[config.mk]
export PLATFORM = sky130hd
export DESIGN_NAME = bcd_count_display
export DESIGN_NICKNAME = d
export VERILOG_FILES = /design/src/rtl/bcd_count_display.sv
export SDC_FILE = /design/constraint.sdc
export NUM_CORES = 1
export LEC_CHECK = 0
export BUFFER_PORTS_ARGS = -buffer_cell sky130_fd_sc_hd__buf_2
export CAP_MARGIN = 15
export CORE_MARGIN = 10
export CORE_UTILIZATION = 23
export CTS_CLUSTER_SIZE = 20
export DETAILED_ROUTE_END_ITERATION = 16
export SLEW_MARGIN = 20
export SYNTH_ARGS = -nofsm -noshare
export SYNTH_HDL_FRONTEND = slang
export SYNTH_SLANG_ARGS = --single-unit
[constraint.sdc]
create_clock -name clk -period 3.9 [get_ports clk]
set_input_delay 1.17 -clock clk [delete_from_list [all_inputs] [get_ports clk]]
set_output_delay 1.17 -clock clk [all_outputs]
set_load 0.05 [all_outputs]
[src/rtl/bcd_count_display.sv]
// Multi-digit BCD up/down counter with prescaler, debounced run/pause button,
// synchronous clear and a time-multiplexed seven-segment scan driver.
module bcd_count_display #(
  parameter int DIGITS         = 4,
  parameter int TICK_DIV       = 12000000,
  parameter int SCAN_DIV       = 12000,
  parameter int DEBOUNCE       = 120000,
  parameter bit SEG_ACTIVE_LOW = 1'b0
) (
  input  logic                  clk,
  input  logic                  rst,
  input  logic                  btn,
  input  logic                  clr,
  input  logic                  up,
  output logic [4*DIGITS-1:0]   count,
  output logic                  wrap,
  output logic                  running,
  output logic [6:0]            seg,
  output logic [DIGITS-1:0]     an
);

  localparam int TICK_W = $clog2(TICK_DIV);
  localparam int SCAN_W = (SCAN_DIV > 1) ? $clog2(SCAN_DIV) : 1;
  localparam int DB_W   = $clog2(DEBOUNCE + 1);
  localparam int IDX_W  = (DIGITS > 1) ? $clog2(DIGITS) : 1;

  localparam logic [TICK_W-1:0] TICK_LAST = TICK_W'(TICK_DIV - 1);
  localparam logic [SCAN_W-1:0] SCAN_LAST = SCAN_W'(SCAN_DIV - 1);
  localparam logic [DB_W-1:0]   DB_LAST   = DB_W'(DEBOUNCE - 1);
  localparam logic [IDX_W-1:0]  IDX_LAST  = IDX_W'(DIGITS - 1);

  function automatic logic [6:0] decode(input logic [3:0] d);
    case (d)
      4'd0:    decode = 7'b0111111;
      4'd1:    decode = 7'b0000110;
      4'd2:    decode = 7'b1011011;
      4'd3:    decode = 7'b1001111;
      4'd4:    decode = 7'b1100110;
      4'd5:    decode = 7'b1101101;
      4'd6:    decode = 7'b1111101;
      4'd7:    decode = 7'b0000111;
      4'd8:    decode = 7'b1111111;
      4'd9:    decode = 7'b1101111;
      default: decode = 7'b0000000;
    endcase
  endfunction

  // ---------------- button: synchroniser, debounce, rising-edge toggle
  logic            btn_meta, btn_sync;
  logic            btn_level, btn_level_d;
  logic [DB_W-1:0] db_cnt;
  logic            press;

  // NOTE: sequential state uses non-blocking assignments so every register
  // samples pre-edge values regardless of process evaluation order.
  always_ff @(posedge clk or posedge rst) begin
    if (rst) begin
      btn_meta    <= 1'b0;
      btn_sync    <= 1'b0;
      btn_level   <= 1'b0;
      btn_level_d <= 1'b0;
      db_cnt      <= '0;
    end else begin
      btn_meta    <= btn;
      btn_sync    <= btn_meta;
      btn_level_d <= btn_level;
      if (btn_sync == btn_level) begin
        db_cnt <= '0;
      end else if (db_cnt == DB_LAST) begin
        btn_level <= btn_sync;
        db_cnt    <= '0;
      end else begin
        db_cnt <= db_cnt + 1'b1;
      end
    end
  end

  assign press = btn_level & ~btn_level_d;

  always_ff @(posedge clk or posedge rst) begin
    if (rst)        running <= 1'b1;
    else if (press) running <= ~running;
  end

  // ---------------- prescaler and BCD counter
  logic [TICK_W-1:0]   presc;
  logic                step;
  logic [4*DIGITS-1:0] count_next;
  logic                rolled;

  assign step = running && (presc == TICK_LAST);

  always_ff @(posedge clk or posedge rst) begin
    if (rst) begin
      presc <= '0;
    end else if (clr) begin
      presc <= '0;
    end else if (running) begin
      presc <= (presc == TICK_LAST) ? '0 : presc + 1'b1;
    end
  end

  // NOTE: every variable gets a default at the top of the always_comb so no
  // path leaves it unassigned and no latch is inferred.
  always_comb begin
    logic       carry;
    logic [3:0] digit;
    count_next = count;
    carry      = 1'b1;
    digit      = '0;
    for (int i = 0; i < DIGITS; i++) begin
      digit = count[4*i +: 4];
      if (carry) begin
        if (up) begin
          if (digit == 4'd9) count_next[4*i +: 4] = 4'd0;
          else begin
            count_next[4*i +: 4] = digit + 4'd1;
            carry = 1'b0;
          end
        end else begin
          if (digit == 4'd0) count_next[4*i +: 4] = 4'd9;
          else begin
            count_next[4*i +: 4] = digit - 4'd1;
            carry = 1'b0;
          end
        end
      end
    end
    // A carry out of the top digit means every digit rolled over.
    rolled = carry;
  end

  always_ff @(posedge clk or posedge rst) begin
    if (rst) begin
      count <= '0;
      wrap  <= 1'b0;
    end else if (clr) begin
      count <= '0;
      wrap  <= 1'b0;
    end else if (step) begin
      count <= count_next;
      wrap  <= rolled;
    end else begin
      wrap  <= 1'b0;
    end
  end

  // ---------------- display scan (independent of running and clr)
  logic [SCAN_W-1:0] scan_cnt;
  logic [IDX_W-1:0]  idx;
  logic [6:0]        seg_r;
  logic [DIGITS-1:0] an_r;

  always_ff @(posedge clk or posedge rst) begin
    if (rst) begin
      scan_cnt <= '0;
      idx      <= '0;
      seg_r    <= 7'b0111111;
      an_r     <= DIGITS'(1);
    end else begin
      if (scan_cnt == SCAN_LAST) begin
        scan_cnt <= '0;
        idx      <= (idx == IDX_LAST) ? '0 : idx + 1'b1;
      end else begin
        scan_cnt <= scan_cnt + 1'b1;
      end
      an_r  <= DIGITS'(1) << idx;
      seg_r <= decode(count[4*int'(idx) +: 4]);
    end
  end

  assign seg = seg_r ^ {7{SEG_ACTIVE_LOW}};
  assign an  = an_r ^ {DIGITS{SEG_ACTIVE_LOW}};

endmodule

# Word level (Yosys, flattened, before mapping)
# Memories as Yosys holds them, arrays and structs flattened. A register that Yosys moved wholly into a read port is not among the register bits.
# Index checks and enable logic that the tools add are counted.
# classes
n_shift	2
n_div	0
n_eq_ne	9
mux	41
n_mul	0
order_cmp	0
add_sub_neg	12
n_bitwise	4
n_reduce_logical	14
# op_table
op	n
$mux 24	3
$mux 4	15
$mux 17	2
$mux 16	2
$add 24x1->24 const B	1
$eq 24x24->1 const B	1
$add 17x1->17 const B	1
$eq 17x17->1 const B	1
$mux 1	17
$add 4x1->4 const B	4
$eq 4x4->1 const B	4
$logic_not 4->1	4
$shiftx 16x5->4	1
$sub 4x1->4 const B	4
$add 14x1->14 const B	1
$eq 14x14->1 const B	1
$mux 14	1
$reduce_bool 2->1	5
$reduce_and 2->1	4
$shl 1x2->4 const A	1
$not 1->1	3
$add 2x1->2 const B	1
$eq 2x2->1 const B	1
$mux 2	1
3 further kinds	3
# word_totals
memories	1
rom_bits	112
mem_bits_rw	0
latch_bits	0
regBits	83
inputBits	5
word_cells	98
out_inout_bits	29
# memory_table
name	words	word_bits	read_ports	rd_ports_with_merged_regs	wr	line_no	source
(name not given)	16	7	1	1	0	33	case (d)

# Longest topological paths before layout
# logic_depth
ltp_word	8
ltp_mapped	8
mapped_depth_nobuf	7

# Worst setup path before layout
# No wires, ideal clock.
# synth_path
kind	input -> register
from	input port up
to	register count[14]
arrival_time_ns	2.431
n_path_buf	1
path_stages	6
slack_ns	1.333
required_ns	3.764
cell_sequence	clkbuf_1 -> or3b_2 -> o21ai_1 -> inv_1 -> o31ai_1 -> a21oi_1
# synth_between
elab_chain_cells	5
# synth_lines
element	line_no	source
from (decl)	14	input logic up,
$mux 1	114	if (up) begin
$mux 1 (2 in series)	113	if (carry) begin
$reduce_bool 2->1 (no source line)	-	
$reduce_and 2->1 (no source line)	-	
to (signal assigned)	141	count <= count_next;
to (decl)	15	output logic [4*DIGITS-1:0] count,
# Parallel ways exist; a longest one is shown, timed or not. The select of a mux whose other input is x is not followed.
# A chain may end at the register's enable or synchronous reset.

# Worst setup path after layout
# layout_path
from	input port up
to	register count[10]
# layout_between
elab_chain_cells	4
# layout_lines
element	line_no
$mux 4 or $mux 1 (tied branches)	114
$mux 4 or $mux 1 (tied branches)	113
$mux 16 or $reduce_bool 2->1 (tied branches)	-
$mux 16 or $reduce_and 2->1 (tied branches)	-
# Parallel ways exist; a longest one is shown, timed or not. The select of a mux whose other input is x is not followed.

==> results.tsv <==
metric	value	unit
GRT Util Overall	8.05	%
final core utilization	26.8	%
combinational power share	3.4	%
clock net sink count	90	
startpoint types	primary input	
Hold Path Stages	0	
CTS tree	done	
synth top area cells	dfrtp_1 41%, ha_1 6.9%, xor2_1 5.9%, nor2_1 5.0%, dfstp_2 4.2%	
FILL cells	2317	
FF-to-FF Start	count[0]$_DFFE_PP0P_	
critical path required time	4.18	ns
TritonCTS buffer count	9	
core region area	21800	um^2
sequential fraction of the synthesis area	44.7	%
largest net degree at the start of global routing	47	
synthesized net count	564	
clk root buf	clkbuf_16	
htree depth	3	
Bufs on Longest Clock Path	2	
Layout area overhead	15.3	%
post-synthesis cell count	531	
final hold vios	0	
crit path max-delay cell type	buf_2	
yosys warns	0	
RSZ-0062 raised after global routing	no	
Hold EP	btn_sync$_DFF_PP0_	
NumNets Final	593	
critical path class	in2reg	
GRT overflow	0	
drc violations	0	
status	completed	
Initial DRT Pass Iterations	4	
CTS resizes	0	
switching fraction of total power	23.8	%
share of async-settable or async-resettable flops after synthesis	100	%
first-pass GRT wire length	19100	um
hold buffers post-CTS	0	
Initial Util	23.2	%
Worst VDD drop	0.222	mV
reg-to-reg slack, setup	1.60	ns
Slew HR	48.5	%
Yosys top cell area share	40.6	%
antenna cells	0	
post-DP HPWL	7940	um
Die Y	168	um
clock slew at reported path FFs	0.07	ns
final RePlAce weighted congestion	0.786	
ANT nets after route	0	
initial antenna violation count	0	
Fin Setup TNS	0	ns
endpoints failing setup	0	
vias in the first global route	3800	
max-slew violation count	0	
wire length per cell	13.2	um
Die Area	28300	um^2
min-delay src	btn_meta$_DFF_PP0_	
Die Wd	168	um
most common flop cell mapped by yosys	dfrtp_1	
Initial DRC Count	286	
Clock Latency Late Sink	0.35	ns
routed wire length	11200	um
DR vias	3863	
# Post-CTS Setup Buffers	0	
final period utilization	70.0	%
cell area after synthesis	5060	um^2
post-synthesis average cell area	9.52	um^2
Max stage delay on crit path	0.53	ns
number of synthesized flops with an enable pin	0	
crit-path cells	buf_2 > and4b_1 > o221a_2 > nand4_4 > or3_1 > a21oi_1	
part of the power in registers	49.0	%
clock network power share	47.6	%
share of layout cells above drive strength 1	13.5	%
Synth cell types	59	
worst reg2reg path endpoint	count[10]$_DFFE_PP0P_	
I/O pins	34	
Clock Skew	0.0125	ns
top-count cell post-synth	dfrtp_1	
Leakage	2.51	nW
Worst R2R Path Depth	7	
actual slew at the worst max-slew pin	0.767	ns
Tightest Hold Check Type	reg2reg	
Yosys top cell by area	dfrtp_1	
Yosys reg bits	90	
Pint	1.46	mW
Row Count	54	
Min Clock Period, post-route	2.73	ns
Critical Path Fanout Max	41	
sw power	455	uW
commonest cells in the netlist	82 x dfrtp_1, 67 x nor2_1, 50 x nand2_1	
Max-Cap Viols	0	
fmax	0.366	GHz
input/output buffers	33	
Power per Cell Area	329	nW/um^2
crit end category	flop	
Worst Path Arrival	3.01	ns
Via-to-Cell Ratio	4.57	
==> metrics by stage <==
stage          cells  setup slack, ns  area (um^2)  total power [mW]  hold WS [ns]
2_1_floorplan    531            0.408         5060              1.00         0.331
3_3_place_gp     829            0.865         5520              1.02         0.337
3_5_place_dp     829            0.824         5520              1.02         0.337
4_1_cts          845             1.20         5830              1.95         0.352
5_1_grt          845             1.06         5830              1.99         0.371
6_report         845             1.17         5830              1.92         0.350
==> sequential cells by signal, indices dropped and copies added (netlist names) <==
name and flops:
an 4, count 16, wrap 1, btn_level_d 1
seg 7, idx 2, presc 24, btn_meta 1
running 1, db_cnt 17, btn_sync 1, scan_cnt 14
btn_level 1
==> layout by cell type, fill, tap and decap left out, types with 5 or more instances in the layout <==
cell | netlist | layout
dfstp_2 | 8 | 8
nand4_1 | 14 | 14
nand3_1 | 32 | 32
nor2b_1 | 5 | 5
a21oi_1 | 15 | 15
xnor2_1 | 16 | 16
nor2_1 | 67 | 67
buf_2 | 3 | 33
nor3_1 | 11 | 11
and3_1 | 16 | 16
clkbuf_16 | 0 | 9
nor4_1 | 6 | 6
ha_1 | 28 | 28
nand2_1 | 50 | 50
dfrtp_1 | 82 | 82
o21ai_0 | 23 | 23
inv_1 | 24 | 23
nand2b_1 | 6 | 6
xor2_1 | 34 | 34
and4_1 | 5 | 5
a211oi_1 | 5 | 5
==> worst max-delay path by stage <==
stage	from	endpoint	depth (start not counted)
after floorplan	rst	an[1]$_DFF_PP0_	1
after global placement	up	count[10]$_DFFE_PP0P_	6
after detailed placement	up	count[10]$_DFFE_PP0P_	6
after CTS	up	count[10]$_DFFE_PP0P_	6
after global routing	up	count[10]$_DFFE_PP0P_	6
final	up	count[10]$_DFFE_PP0P_	6
==> cell families (layout without fill, tap and decap cells) <==
kind of cell             Yosys count  count (layout)  synth area share [%]
multiplexers                       7               7                  2.40
XOR/XNOR                          50              50                  8.66
adder cells (fa/ha/maj)           28              28                  6.93
AND/OR/NAND/NOR                  237             237                  24.3
buffers and inverters             43              77                  3.44
flip-flops                        90              90                  44.7
AO/OA/AOI/OAI                     76              76                  9.58
==> layout make-up <==
type / count / area (um^2) / area share (%)
clock buffer: 9 / 225 / 3.86
clock inverter: 7 / 83.8 / 1.44
inverter: 24 / 92.6 / 1.59
multi-input combinational: 398 / 2620 / 44.9
sequential: 90 / 2260 / 38.8
tap: 280 / 350 / 6.01
timing repair buffer: 37 / 195 / 3.35
==> power groups by stage <==
| stage | sequential, mW | combinational, mW | clock [mW] |
|---|---|---|---|
| floorplan | 0.957 | 0.0463 | 0 |
| global placement | 0.957 | 0.0658 | 0 |
| detailed placement | 0.958 | 0.0664 | 0 |
| CTS | 0.940 | 0.0668 | 0.945 |
| global route | 0.940 | 0.0746 | 0.978 |
| finish | 0.940 | 0.0643 | 0.913 |
==> critical path: cells and delay by family <==
| kind | cells | cell delay (ns) |
|---|---|---|
| simple gates | 3 | 0.87 |
| buf+inv | 1 | 0.53 |
| compound gates | 2 | 0.44 |
==> per-layer routing <==
| layer | vias to the layer above | global-route usage [%] | routed length (um) |
|---|---|---|---|
| met3 | 14 | 2.82 | 616 |
| li1 | 1918 | - | - |
| met1 | 1861 | 10.1 | 5180 |
| met4 | 0 | 3.52 | 250 |
| met2 | 70 | 12.2 | 5120 |
| met5 | - | 0 | 0 |
Note: power is estimated with default switching activity, not from simulation.
